--- config.mk ---
export PLATFORM = sky130hd
export DESIGN_NAME = ysyx_23060332_wbu
export DESIGN_NICKNAME = d
export VERILOG_FILES = /design/src/rtl/ysyx_23060332_wbu.sv
export SDC_FILE = /design/constraint.sdc
export NUM_CORES = 1
export LEC_CHECK = 0
export CAP_MARGIN = 20
export CORE_MARGIN = 2
export CORE_UTILIZATION = 46
export DETAILED_ROUTE_END_ITERATION = 16
export PLACE_DENSITY_LB_ADDON = 0.3
export SLEW_MARGIN = 20
export SYNTH_ARGS = -nofsm -noshare
export SYNTH_HDL_FRONTEND = slang
export SYNTH_SLANG_ARGS = --single-unit
--- constraint.sdc ---
create_clock -name clk -period 2.52 [get_ports clk]
set_clock_uncertainty 0.15 [all_clocks]
set_input_delay 0.252 -clock clk [delete_from_list [all_inputs] [get_ports clk]]
set_output_delay 0.252 -clock clk [all_outputs]
set_load 0.01 [all_outputs]
--- src/rtl/ysyx_23060332_wbu.sv ---
`default_nettype none
// ============================================================================
// Module   : ysyx_23060332_wbu
// Purpose  : Writeback unit. Arbitrates between EXU results and LSU load
//            responses (round-robin on ties), formats load data, registers a
//            single regfile write per cycle and keeps a pending-load
//            scoreboard that the IDU uses to stall on read-after-load hazards.
// Ports    : clk, rst             - clock, synchronous active-high reset
//            exu_valid/ready/rd/wen/data - EXU result channel
//            lsu_valid/ready/rd/funct3/addr_lo/rdata - load response channel
//            ld_issue, ld_issue_rd - load issue notification (sets busy)
//            raddr1, raddr2, stall - IDU hazard query
//            waddr, wdata, reg_wen - regfile write port (registered)
// Revision : 1.0 - initial release
// ============================================================================
module ysyx_23060332_wbu #(
  parameter int XLEN = 32,
  parameter int NREG = 32,
  localparam int AW  = $clog2(NREG)
) (
  input  logic            clk,
  input  logic            rst,
  // EXU channel
  input  logic            exu_valid,
  output logic            exu_ready,
  input  logic [AW-1:0]   exu_rd,
  input  logic            exu_wen,
  input  logic [XLEN-1:0] exu_data,
  // LSU channel
  input  logic            lsu_valid,
  output logic            lsu_ready,
  input  logic [AW-1:0]   lsu_rd,
  input  logic [2:0]      lsu_funct3,
  input  logic [1:0]      lsu_addr_lo,
  input  logic [XLEN-1:0] lsu_rdata,
  // scoreboard
  input  logic            ld_issue,
  input  logic [AW-1:0]   ld_issue_rd,
  input  logic [AW-1:0]   raddr1,
  input  logic [AW-1:0]   raddr2,
  output logic            stall,
  // regfile write port
  output logic [AW-1:0]   waddr,
  output logic [XLEN-1:0] wdata,
  output logic            reg_wen
);

  localparam logic C_GRANT_EXU = 1'b0;
  localparam logic C_GRANT_LSU = 1'b1;

  logic            r_last_grant;
  logic [NREG-1:0] r_busy;
  logic [NREG-1:0] w_busy_next;
  logic            w_grant_lsu;
  logic            w_exu_fire;
  logic            w_lsu_fire;
  logic [7:0]      w_byte;
  logic [15:0]     w_half;
  logic [XLEN-1:0] w_load_data;

  // ---------------- arbitration ----------------
  // LSU wins when it is the only requester, or on a tie when the EXU had
  // the previous grant. Last_grant resets to EXU so the first tie goes LSU.
  assign w_grant_lsu = lsu_valid && (!exu_valid || (r_last_grant == C_GRANT_EXU));
  assign lsu_ready   = w_grant_lsu;
  assign exu_ready   = exu_valid && !w_grant_lsu;
  assign w_exu_fire  = exu_valid && exu_ready;
  assign w_lsu_fire  = lsu_valid && lsu_ready;

  always_ff @(posedge clk) begin
    if (rst) begin
      r_last_grant <= C_GRANT_EXU;
    end else if (w_lsu_fire) begin
      r_last_grant <= C_GRANT_LSU;
    end else if (w_exu_fire) begin
      r_last_grant <= C_GRANT_EXU;
    end
  end

  // ---------------- load formatting ----------------
  // Halves are selected by addr_lo[1] only; addr_lo[0] is ignored.
  assign w_byte = lsu_rdata[{lsu_addr_lo, 3'b000} +: 8];
  assign w_half = lsu_rdata[{lsu_addr_lo[1], 4'b0000} +: 16];

  always_comb begin
    w_load_data = lsu_rdata;
    case (lsu_funct3)
      3'b000:  w_load_data = {{(XLEN-8){w_byte[7]}}, w_byte};
      3'b001:  w_load_data = {{(XLEN-16){w_half[15]}}, w_half};
      3'b100:  w_load_data = {{(XLEN-8){1'b0}}, w_byte};
      3'b101:  w_load_data = {{(XLEN-16){1'b0}}, w_half};
      default: w_load_data = lsu_rdata;
    endcase
  end

  // ---------------- output register ----------------
  always_ff @(posedge clk) begin
    if (rst) begin
      waddr   <= '0;
      wdata   <= '0;
      reg_wen <= 1'b0;
    end else if (w_exu_fire) begin
      waddr   <= exu_rd;
      wdata   <= exu_data;
      reg_wen <= exu_wen && (exu_rd != '0);
    end else if (w_lsu_fire) begin
      waddr   <= lsu_rd;
      wdata   <= w_load_data;
      reg_wen <= (lsu_rd != '0);
    end else begin
      reg_wen <= 1'b0;
    end
  end

  // ---------------- pending-load scoreboard ----------------
  // Set is applied after clear: a load issued on the same edge that an older
  // load to the same rd completes is still outstanding.
  always_comb begin
    w_busy_next = r_busy;
    if (w_lsu_fire) begin
      w_busy_next[lsu_rd] = 1'b0;
    end
    if (ld_issue && (ld_issue_rd != '0)) begin
      w_busy_next[ld_issue_rd] = 1'b1;
    end
    w_busy_next[0] = 1'b0;
  end

  always_ff @(posedge clk) begin
    if (rst) begin
      r_busy <= '0;
    end else begin
      r_busy <= w_busy_next;
    end
  end

  assign stall = ((raddr1 != '0) && r_busy[raddr1]) ||
                 ((raddr2 != '0) && r_busy[raddr2]);

endmodule
`default_nettype wire
## After elaboration in Yosys (flattened, before gate mapping)

Cells that the tools add are included.
W data, S select, Z words.

| word-level totals | value |
|---|---|
| register bits after elaboration | 71 |
| bits in latches | 0 |
| memory bits (writable) | 0 |
| bits in read-only memories | 0 |
| input port bits | 100 |
| logic and storage cells | 61 |
| memories kept | 0 |

| cells by class | value |
|---|---|
| $add $sub $neg | 0 |
| multiply operators | 0 |
| div/mod/pow operators | 0 |
| order comparisons | 6 |
| equality and inequality tests | 3 |
| shift-type cells | 2 |
| multiplexer cells | 19 |
| bitwise logic cells | 4 |
| reductions and logical operators | 21 |

Operator list:

| operator | count |
|---|---|
| $mux W32 | 4 |
| $pmux W32 S4 | 1 |
| $and A32 B32 Y32 | 1 |
| $not A32 Y32 | 1 |
| $or A32 B32 Y32 | 1 |
| $shiftx A32 B6 Y16 | 1 |
| $shiftx A32 B6 Y8 | 1 |
| $reduce_bool A5 Y1 | 5 |
| $lt A5 B6 Y1 const B | 4 |
| $bmux W1 S5 | 2 |
| $demux W1 S5 | 2 |
| $ge A5 B1 Y1 const B | 2 |
| $logic_and A1 B1 Y1 | 10 |
| $mux W5 | 2 |
| $mux W1 | 8 |
| $eq A3 B3 Y1 const B | 2 |
| $eq A3 B1 Y1 const B | 1 |
| $logic_not A3 Y1 | 1 |
| $logic_not A1 Y1 | 2 |
| $logic_or A1 B1 Y1 | 2 |
| $reduce_bool A2 Y1 | 1 |
| $not A1 Y1 | 1 |

## Logic depth before layout (Yosys ltp)

| logic depth | value |
|---|---|
| word-level depth | 9 |
| gate-level depth with buffers | 7 |
| depth with buffers taken out | 5 |

## Worst setup path after synthesis

OpenSTA, ideal clock, no wires.

| timing path | value |
|---|---|
| path kind | input-to-output |
| start | input raddr2[2] |
| end | output stall |
| data arrival time | 1.541 ns |
| path slack | 0.577 ns |
| cell stages on the path | 6 |
| cell sequence | buf_2 > mux4_2 > mux2i_1 > nor3b_1 > a311oi_1 > nand4_1 |

| on the way | value |
|---|---|
| word-level cells in the longest chain between the ends | 4 |
| elaborated cells on any way between the ends | 5 |
| those cells by class | mux: 2; reduce/logical: 3 |

Ends and longest elaborated chain:

| item | RTL line | source |
|---|---|---|
| start, declared | 40 | `input logic [AW-1:0] raddr2,` |
| $bmux W1 S5 | 138 | `((raddr2 != '0) && r_busy[raddr2]);` |
| $mux W1 (not written as such) | 138 |  |
| $logic_and A1 B1 Y1 (*) | 138 |  |
| $logic_or A1 B1 Y1 (*) | 137 | `assign stall = ((raddr1 != '0) && r_busy[raddr1]) \|\|` |
| end, declared | 41 | `output logic stall,` |

Mark *: on every way between the ends. The rest lies on a longest branch, timed or not. The select of a mux whose other input is x is not followed.

## Final worst setup path

| timing path | value |
|---|---|
| start | input raddr1[0] |
| end | output stall |

| on the way | value |
|---|---|
| word-level cells in the longest chain between the ends | 4 |
| elaborated cells on any way between the ends | 5 |
| those cells by class | mux: 2; reduce/logical: 3 |

Ends and longest elaborated chain:

| item | RTL line | source |
|---|---|---|
| start, declared | 39 | `input logic [AW-1:0] raddr1,` |
| $bmux W1 S5 | 137 |  |
| $mux W1 (not written as such) | 137 |  |
| $logic_and A1 B1 Y1 (*) | 137 |  |
| $logic_or A1 B1 Y1 (*) | 137 |  |

Marked as above.

==> metrics <==
status=completed; Fill cells=slightly above 700; vias in the first global route=4531; post-route minimum period=roughly 2400 ps; Simple-Gate Fraction of Synth Area=0.172; clk_lat worst skew=about 340 ps; nets=around 730; clk root buf=clkbuf_8; dpl hpwl=10600 um; Peak Freq=between 0.4 and 0.5 GHz; post-route ant nets=0; Syn. warnings=0; HP Class=in -> reg; Pleak=2.16 nW; Post-synth top flop=dfxtp_1; first-pass GRT wire length=around 22000 um; Clock transition at path regs=80 ps; max_cap viols=0; Vias=between 4000 and 5000; Post-synth EDFFs=0; Critical Path Start Type=input port; clk sink count=70; fin crit share=0.950; Max Slew Vio Count=0; post-synthesis async set-or-reset flop share=0; Area Overhead vs Synth=42.0%; largest net degree at the start of global routing=71; setup ws final=127 ps; drt drc=0; Die X=99.6 um; DIE HEIGHT=approximately 100 um; Mean Syn Cell Area=8.46 um2; critical path type=in -> out; Initial Utilization=0.478; cell count after placement=approximately 730; Seq/Total Area, Yosys=0.333; htree depth=3; Total Routing Usage GR=0.285; TNS Setup=0 ps; pre-CTS setup slack=-336 ps; routed length per instance=between 15 and 20 um; core box area=~8800 um2; cells after synthesis=497; num ports=141; crit path max fanout=6; final wirelength=approximately 14000 um; Peak VDD IR=approximately 0.26 mV; proportion of synthesized area in mux cells=0.112; crit path DAT=1990 ps; Synth Area in Adders=0; Slew @ Worst Pin=712 ps; PortBufs=140; diodes inserted=0; drt pass-1 iters=6; Non-Filler Instances=approximately 750; Via density=roughly 6.1; xor-xnor portion of the synthesized cell area=0; clock buffer depth=2; main combinational cell family by area after synthesis=compound AO/OA/AOI/OAI gates; Fin. Hold Viols=0; Rel. slew slack=0.525; Iter 0 DRT Violations=317; Compound-Gate Fraction of Synth Area=0.326; grt total ovfl=0; worst reg2reg path depth=5; row count=34; Mapped Area=roughly 4200 um2; Cell variety after synth=just over 50; CTS tree=yes; critical path capture point type=primary output; layout cell share with drive strength beyond 1=0.119; gpl congestion=0.983; RSZ-0062 raised after global routing=no; Setup violations, final=0; initial antenna violation count=0; syn nets=between 500 and 600; CTS Buf Count=9; die footprint=slightly below 10000 um2; Power Density=between 400 and 500 nW/um2; Hold Path Depth=3; number of synthesized register bits=70; WP data required=between 2000 and 2500 ps
-- layout make-up --
| class | count | area, um2 | area share |
|---|---|---|---|
| Clock buffer | 12 | 145 | 0.0243 |
| Clock inverter | 4 | 70.1 | 0.0117 |
| Inverter | 16 | 60.1 | 0.0101 |
| Multi-Input combinational cell | 371 | 2570 | 0.431 |
| Sequential cell | 70 | 1400 | 0.235 |
| Tap cell | 108 | 135 | 0.0226 |
| Timing Repair Buffer | 164 | 1590 | 0.266 |
-- final timing paths --
kind | startpoint | end | slack, ps
worst min-delay path | rst | reg_wen$_SDFF_PP0_ | 280
worst max-delay path | raddr1[0] | stall | 130
worst max register to register | r_last_grant$_SDFFE_PP0P_ | wdata[14]$_SDFFE_PP0P_ | 620
worst min register to register | wdata[19]$_SDFFE_PP0P_ | wdata[19]$_SDFFE_PP0P_ | 350
-- cell usage after synthesis (2+ instances only) --
master | instances | area [um2]
o21ai_0 | 42 | 210
nand3_1 | 4 | 20.0
a31oi_1 | 3 | 18.8
o311a_1 | 2 | 20.0
nor3_1 | 2 | 10.0
nand2b_1 | 8 | 50.1
a211o_1 | 2 | 17.5
a21oi_1 | 46 | 230
a22oi_1 | 10 | 75.1
a221oi_1 | 7 | 61.3
buf_1 | 4 | 15.0
a221o_1 | 5 | 50.1
nand2_1 | 72 | 270
a22o_1 | 5 | 43.8
a222oi_1 | 5 | 50.1
dfxtp_1 | 70 | 1400
inv_1 | 15 | 56.3
nor2b_1 | 6 | 37.5
a2111oi_4 | 10 | 275
a2111oi_0 | 7 | 61.3
mux2_2 | 7 | 78.8
or3_1 | 5 | 31.3
a31o_2 | 2 | 17.5
nand3b_1 | 5 | 37.5
o31ai_1 | 5 | 37.5
mux4_2 | 12 | 270
mux2i_1 | 12 | 120
clkbuf_1 | 25 | 93.8
nor2_1 | 55 | 206
a211oi_1 | 6 | 45.0
buf_2 | 9 | 45.0
nor3b_1 | 3 | 22.5
o22ai_1 | 3 | 18.8
a311oi_1 | 6 | 52.6
-- where the power goes --
group / internal, W / switching [W] / leakage [nW]
clock network: 0.000582 / 0.000415 / 0.110
registers: 0.00117 / 0.0000406 / 0.574
logic: 0.000402 / 0.000355 / 1.48
total: 0.00215 / 0.000810 / 2.16
-- what timing repair did --
action / 4_1_cts / 5_1_grt
hold buffers: 0 / 0
pin swaps: 1 / 0
buffers inserted: 1 / 0
resized for setup: 7 / 3
setup endpoints to repair: 1 / 1
-- critical path, cell delays in order --
cell and delay, ps:
clkdlybuf4s50_1 480, buf_6 130, mux4_2 480, nand2b_1 160
a311oi_2 240, nand4_1 100, buf_2 150
-- cells by family (layout without fill, tap and decap cells) --
group / Yosys count / after routing
AOI/OAI and AO/OA: 175 / 175
and+or+nand+nor: 165 / 165
DFF: 70 / 70
buffers and inverters: 56 / 196
muxes: 31 / 31
-- registers in the layout, summed over array words and instances (netlist names) --
| signal | count |
|---|---|
| waddr | 5 |
| reg_wen | 1 |
| r_busy | 31 |
| r_last_grant | 1 |
| wdata | 32 |
-- stage by stage --
step / hold WS (ps) / power, W / cell area [um2] / util
3_3_place_gp: 325 / 0.00196 / 5740 / 0.652
4_1_cts: 263 / 0.00296 / 5970 / 0.678
6_report: 279 / 0.00296 / 5970 / 0.678
2_1_floorplan: 183 / 0.00159 / 4210 / -
5_1_grt: 271 / 0.00308 / 5970 / 0.678
3_5_place_dp: 339 / 0.00198 / 5740 / 0.652
-- cells in the final DEF (no fill, tap or decap), types with 4 or more instances in the layout --
cell,n
nor2b_1,6
a2111oi_0,7
nand3b_1,5
o31ai_1,5
a21oi_1,46
clkdlybuf4s50_1,135
a211oi_1,6
mux2i_1,12
nand3_1,4
mux2_2,7
nor2_1,55
dfxtp_1,70
inv_1,15
clkbuf_8,10
nand2_1,72
mux4_2,12
a22o_1,5
nand2b_1,8
a22oi_1,10
buf_4,22
or3_1,5
a2111oi_4,10
a221oi_1,7
a222oi_1,5
a311oi_1,5
o21ai_0,41
a221o_1,5
-- metal layers --
metal | vias up | global-route usage | part of all wire
met4 | 0 | 0.109 | 0.027
li1 | 2117 | - | -
met3 | 38 | 0.0654 | 0.086
met2 | 235 | 0.470 | 0.48
met5 | - | 0 | 0
met1 | 2148 | 0.365 | 0.41
(Power assumes the default switching activity.)
